==> config.mk <==
export PLATFORM = sky130hd
export DESIGN_NAME = fifo_uart_tx
export DESIGN_NICKNAME = d
export VERILOG_FILES = /design/src/rtl/fifo_uart_tx.sv
export SDC_FILE = /design/constraint.sdc
export NUM_CORES = 1
export LEC_CHECK = 0
export CORE_UTILIZATION = 47
export DETAILED_ROUTE_END_ITERATION = 12
export DONT_BUFFER_PORTS = 1
export PLACE_DENSITY = 0.72
export SYNTH_ARGS = -nofsm -noshare
export SYNTH_HDL_FRONTEND = slang
export SYNTH_SLANG_ARGS = --single-unit
==> constraint.sdc <==
create_clock -name clk -period 2.15 [get_ports clk]
set_clock_uncertainty 0.2 [all_clocks]
set_input_delay 0.43 -clock clk [delete_from_list [all_inputs] [get_ports clk]]
set_output_delay 0.43 -clock clk [all_outputs]
set_load 0.005 [all_outputs]
==> src/rtl/fifo_uart_tx.sv <==
// fifo_uart_tx: pops bytes from a synchronous FIFO and sends them as 8N1
// UART frames. Frames follow each other with a two-cycle idle gap, which is
// the time needed to pop the next byte and latch it.
module fifo_uart_tx #(
  parameter int CLKS_PER_BIT = 16
) (
  input  logic       clk,
  input  logic       rst,
  input  logic       en,
  input  logic       fifo_empty,
  input  logic [7:0] fifo_data,
  output logic       fifo_rd,
  output logic       tx,
  output logic       busy,
  output logic       tx_done,
  output logic [7:0] tx_cnt
);

  localparam int BW = (CLKS_PER_BIT > 1) ? $clog2(CLKS_PER_BIT) : 1;
  localparam logic [BW-1:0] BAUD_LAST = BW'(CLKS_PER_BIT - 1);

  localparam logic [2:0] S_IDLE  = 3'd0;
  localparam logic [2:0] S_FETCH = 3'd1;
  localparam logic [2:0] S_LATCH = 3'd2;
  localparam logic [2:0] S_START = 3'd3;
  localparam logic [2:0] S_DATA  = 3'd4;
  localparam logic [2:0] S_STOP  = 3'd5;

  logic [2:0]    state_q, state_d;
  logic [BW-1:0] baud_q, baud_d;
  logic [2:0]    bit_idx_q, bit_idx_d;
  logic [7:0]    shreg_q, shreg_d;
  logic [7:0]    tx_cnt_q, tx_cnt_d;
  logic          tx_q, tx_d;
  logic          fifo_rd_q, fifo_rd_d;
  // Set by reset; holds off the first IDLE evaluation for one edge so the
  // FIFO sees a quiet cycle after reset release.
  logic          rst_dly_q, rst_dly_d;

  logic baud_end;
  logic start_ok;

  assign baud_end = (baud_q == BAUD_LAST);
  // Only looked at in IDLE and in the last STOP cycle.
  assign start_ok = en && !fifo_empty;

  // Next-state, sequencing counters and shift register.
  always_comb begin
    state_d   = state_q;
    baud_d    = baud_q;
    bit_idx_d = bit_idx_q;
    shreg_d   = shreg_q;
    tx_cnt_d  = tx_cnt_q;
    rst_dly_d = 1'b0;
    case (state_q)
      S_IDLE: begin
        if (!rst_dly_q && start_ok) state_d = S_FETCH;
      end
      S_FETCH: begin
        state_d = S_LATCH;
      end
      S_LATCH: begin
        // FIFO read data is valid the cycle after the pop.
        shreg_d   = fifo_data;
        baud_d    = '0;
        bit_idx_d = '0;
        state_d   = S_START;
      end
      S_START: begin
        if (baud_end) begin
          baud_d  = '0;
          state_d = S_DATA;
        end else begin
          baud_d = baud_q + BW'(1);
        end
      end
      S_DATA: begin
        if (baud_end) begin
          baud_d  = '0;
          shreg_d = {1'b0, shreg_q[7:1]};
          if (bit_idx_q == 3'd7) begin
            bit_idx_d = '0;
            state_d   = S_STOP;
          end else begin
            bit_idx_d = bit_idx_q + 3'd1;
          end
        end else begin
          baud_d = baud_q + BW'(1);
        end
      end
      S_STOP: begin
        if (baud_end) begin
          baud_d   = '0;
          tx_cnt_d = tx_cnt_q + 8'd1;
          state_d  = start_ok ? S_FETCH : S_IDLE;
        end else begin
          baud_d = baud_q + BW'(1);
        end
      end
      default: state_d = S_IDLE;
    endcase
  end

  // Registered outputs are computed from the next state so that they line up
  // with the state they belong to instead of lagging it by one cycle.
  always_comb begin
    tx_d = 1'b1;
    if (state_d == S_START)     tx_d = 1'b0;
    else if (state_d == S_DATA) tx_d = shreg_d[0];
    fifo_rd_d = (state_d == S_FETCH);
  end

  // State and datapath registers; reset aborts any frame in flight.
  always_ff @(posedge clk or posedge rst) begin
    if (rst) begin
      state_q   <= S_IDLE;
      baud_q    <= '0;
      bit_idx_q <= '0;
      shreg_q   <= '0;
      tx_cnt_q  <= '0;
      tx_q      <= 1'b1;
      fifo_rd_q <= 1'b0;
      rst_dly_q <= 1'b1;
    end else begin
      state_q   <= state_d;
      baud_q    <= baud_d;
      bit_idx_q <= bit_idx_d;
      shreg_q   <= shreg_d;
      tx_cnt_q  <= tx_cnt_d;
      tx_q      <= tx_d;
      fifo_rd_q <= fifo_rd_d;
      rst_dly_q <= rst_dly_d;
    end
  end

  assign tx      = tx_q;
  assign fifo_rd = fifo_rd_q;
  assign tx_cnt  = tx_cnt_q;
  assign busy    = (state_q != S_IDLE);
  assign tx_done = (state_q == S_STOP) && baud_end;

endmodule

# Word-level counts from Yosys, hierarchy flattened
# Index checks and enable logic that the tools add are counted.
[totals]
inputBits = 12
reg_bits = 29
word_cells = 51
[classes]
n_mux = 16
n_reduce_logical = 12
eq_ne = 11
addsub = 3
[ops]
columns = ["operator", "n"]
rows = [
  ["$mux W3", 7],
  ["$pmux W3 S6", 1],
  ["$pmux W8 S2", 1],
  ["$eq A3 B3 Y1 const B", 4],
  ["$eq A3 B2 Y1 const B", 3],
  ["$add A8 B1 Y8 const B", 1],
  ["$mux W8", 1],
  ["$pmux W4 S2", 1],
  ["$eq A3 B1 Y1 const B", 2],
  ["$pmux W3 S2", 1],
  ["$add A4 B1 Y4 const B", 1],
  ["$eq A4 B4 Y1 const B", 1],
  ["$mux W4", 1],
  ["$reduce_and A2 Y1", 2],
  ["$reduce_bool A2 Y1", 2],
  ["$add A3 B1 Y3 const B", 1],
  ["$logic_and A1 B1 Y1", 3],
  ["$logic_not A3 Y1", 1],
  ["$mux W1", 3],
  ["$reduce_bool A3 Y1", 1],
  ["$reduce_or A3 Y1", 1],
  ["$logic_not A1 Y1", 2],
  ["$ne A2 B2 Y1 const B", 1],
]

# Depth between registers and ports, before layout
# Gate-level depths: netlist of run 1.
[logic_depth]
depth_word = 8
ltp_mapped = 7
mapped_depth_nobuf = 5

# Least setup slack after synthesis of run 1
# Ideal clock, no wire load.
[synth_timing]
path_type = "register to output"
startpoint = "reg baud_q[0]"
endpoint = "out tx_done"
stages_incl_launch_ff = 5
path_slack_ns = 0.402
arrival_ns = 1.118
path_cell_list = "dfrtp_1 > ha_1 > and3_4 > and3_1 > buf_6"
[synth_via]
elab_chain_len = 2
[synth_lines]
columns = ["item", "line", "source"]
rows = [
  ["start: declaration", "30", "logic [BW-1:0] baud_q, baud_d;"],
  ["start signal: assignment", "126", "baud_q <= baud_d;"],
  ["$eq A4 B4 Y1", "43", "assign baud_end = (baud_q == BAUD_LAST);"],
  ["$logic_and A1 B1 Y1", "140", "assign tx_done = (state_q == S_STOP) && baud_end;"],
  ["end: declaration", "15", "output logic tx_done,"],
]
# No other way between the ends.

# Final worst setup path of run 1
# Ends and elaborated chain as after synthesis.

==> run metrics, run 1 <==
post-route setup TNS 0 ns; CP peak stage delay around 0.42 ns; # port buffers 0; Slew headroom roughly two thirds; Routability Congestion 0.8700; average wire per standard cell 14.45 um; Synth top area share between 40% and 50%; Seq/Total Area, Yosys 48.46%; number of synthesis warnings 0; largest net degree at the start of global routing 17; grt met2 use between 20% and 30%; Synth area leader dfrtp_1; Die W between 50 and 60 um; io pins 24; clock transition at the registers of the reported paths around 0.090 ns; slowest cell on the critical path dfrtp_1; startpoint types flop; CTS tree done; Pleak approximately 0.76 nW; CTS Root Buffer Type clkbuf_4; max_cap viols 0; FMAX 484.9 MHz; initial core utilization ~49%; Area Overhead vs Synth 7.077%; GRT overflow 0; CP Capture Type output pin; via/cell ratio 5.603; global-route wire length before repair ~4600 um; FF+latch count, synth 29; Post-synth top flop dfrtp_1; core region area 0.003053 sq mm; n_diodes 0; VDD IR-drop max approximately 0.00038 V; share of layout cells above drive strength 1 20.69%; clk sinks 29; Final setup viols 0; final worst path period share a little over nine tenths; Residual DRC 0; critical path cell sequence ha_1 > and3_4 > and3_2; actual slew at the worst max-slew pin a little over 0.5 ns; layer carrying the most global-route usage met2; Synth Net Count ~150; routing usage on met1 22.27%; post-route antenna net violation count 0; outcome completed; Synth top cells by count 27 x dfrtp_1, 19 x nand2_1, 6 x a22oi_1; Detailed Routing Iterations Pass 1 4; pwr dens approximately 560 mW/mm^2; top-count cell post-synth dfrtp_1; worst path bufs/invs 0; post-synthesis cell count 137; WL final 2731 um; Max Transition Viols Final 0; nets 160; met3 Track Usage GR approximately 6.4%; Total GRT Usage between 15 and 20%; htree depth 2; initial antenna violation count 0; Die ar. 0.003428 sq mm; Hold Path Class in2reg; Fillers ~290; syn avg cell area about 11 sq um; Area contributors post-synth dfrtp_1 45%, nand2_1 4.7%, dfstp_2 3.5%; post-detail-place hpwl approximately 2000 um; post-synthesis cell area between 0.0015 and 0.002 sq mm; clock buffer depth 2; worst skew pair latency 0.33 ns; Post-synth EDFFs 0; CP delay by family, top simple AND/OR/NAND/NOR gates; unrepaired setup endpoints after global routing no; Worst Path Class, Setup reg2out; Post-synth ARST share 100.0%; number of global-route vias before repair between 1k and 1.5k; Hold Fails Final Rpt 0; CP max FO 6; Die Height 58.55 um; Yosys cell types 46; Iteration-0 DRC Markers 48; CP arrival 1.43 ns; fin crit period slightly above 2 ns; CP required 1.52 ns; num rows 20; Hold Slack roughly 0.047 ns; clock buffer count from CTS 5; routed vias between 1k and 1.5k
==> cells in the final DEF, fill, tap and decap left out, drive strengths merged, types with 2 or more instances in the layout <==
cell type	count
a22oi	6
clkbuf	6
xnor2	5
nand4	3
and2b	2
a32o	4
buf	6
dfrtp	27
nand2	19
a21oi	3
ha	4
clkinv	2
dfstp	2
o21ai	3
inv	4
dlygate4sd3	2
nor3	3
nand3	5
a22o	3
and2	2
and3	6
a31oi	2
a221oi	2
xor2	2
mux2i	2
o211ai	2
nor2	6
==> area by class of cell <==
type	instances	area (sq um)	share of cell area (%)
multi-input cells	96	693.2	43.08
clock buffers	6	41.29	2.566
well taps	44	55.05	3.421
inverters	4	15.01	0.9331
repair buffers	8	65.06	4.044
flip-flops and latches	29	729.5	45.33
clock inverters	2	10.01	0.6221
==> per-layer routing <==
layer / share of wire [%] / vias to the layer above
li1: - / 506
met1: 44 / 527
met2: 49 / 23
met3: 5.2 / 3
met4: 1.2 / 0
met5: 0 / -
==> cells by family after synthesis <==
logic type / Yosys count / share of synthesized area, %
AOI/OAI and AO/OA: 30 / 16.82
and+or+nand+nor: 51 / 19.23
DFF: 29 / 48.46
adders and majority gates: 4 / 3.331
muxes: 3 / 2.331
xor gates and xnor gates: 7 / 4.080
other: 1 / 0.2496
buffers and inverters: 12 / 5.495
==> power by group <==
group	internal [mW]	switching (mW)	leakage, nW
Sequential	0.555	0.00429	0.352
Combinational	0.00971	0.0155	0.375
Clock	0.124	0.185	0.0320
==> final timing paths <==
path                                         from                      to  slack, ns  cells past startpoint
setup reg to reg            baud_q[0]$_DFFE_PP0P_            tx$_DFF_PP1_       0.22                      6
hold reg to reg            shreg_q[1]$_DFFE_PP0P_  shreg_q[1]$_DFFE_PP0P_       0.27                      2
setup / recovery            baud_q[0]$_DFFE_PP0P_                 tx_done       0.09                      3
max in group asynchronous                     rst    state_q[0]$_DFF_PP0_       0.77                      3
min in group asynchronous                     rst  shreg_q[7]$_DFFE_PP0P_       0.37                      2
hold / removal                       fifo_data[6]  shreg_q[6]$_DFFE_PP0P_       0.05                      2
==> metrics by stage <==
stage	util [%]	instances	instance area, sq um	setup slack, ns	total power, mW
6_report	52.70	189	1609	0.08786	0.8941
5_1_grt	52.70	189	1609	0.01035	0.9415
4_1_cts	52.66	189	1608	0.06724	0.9143
3_5_place_dp	50.04	178	1528	0.2628	0.5934
3_3_place_gp	50.04	178	1528	0.3158	0.5921
2_1_floorplan	-	137	1503	0.4020	0.5862
==> sequential cells by signal, summed over array words and instances, names as in the netlist <==
register	count
fifo_rd	1
tx_cnt	8
tx	1
rst_dly_q	1
state_q	3
bit_idx_q	3
baud_q	4
shreg_q	8
==> repair_timing <==
action	CTS	global route
cloned	0	0
setup endpoints to repair	1	1
pin swaps	1	0
buffers inserted	1	0
gates resized for setup	1	1
endpoints found under the hold margin	12	0
hold buffers	2	0
(Power assumes the default switching activity.)
==> run 2, diff against run 1 <==
- CTS_CLUSTER_SIZE: unset -> 24
- GPL_ROUTABILITY_DRIVEN: unset -> 1
==> results of run 2 <==
Same layout as run 1: the final DEF is identical, and so are final timing and power.
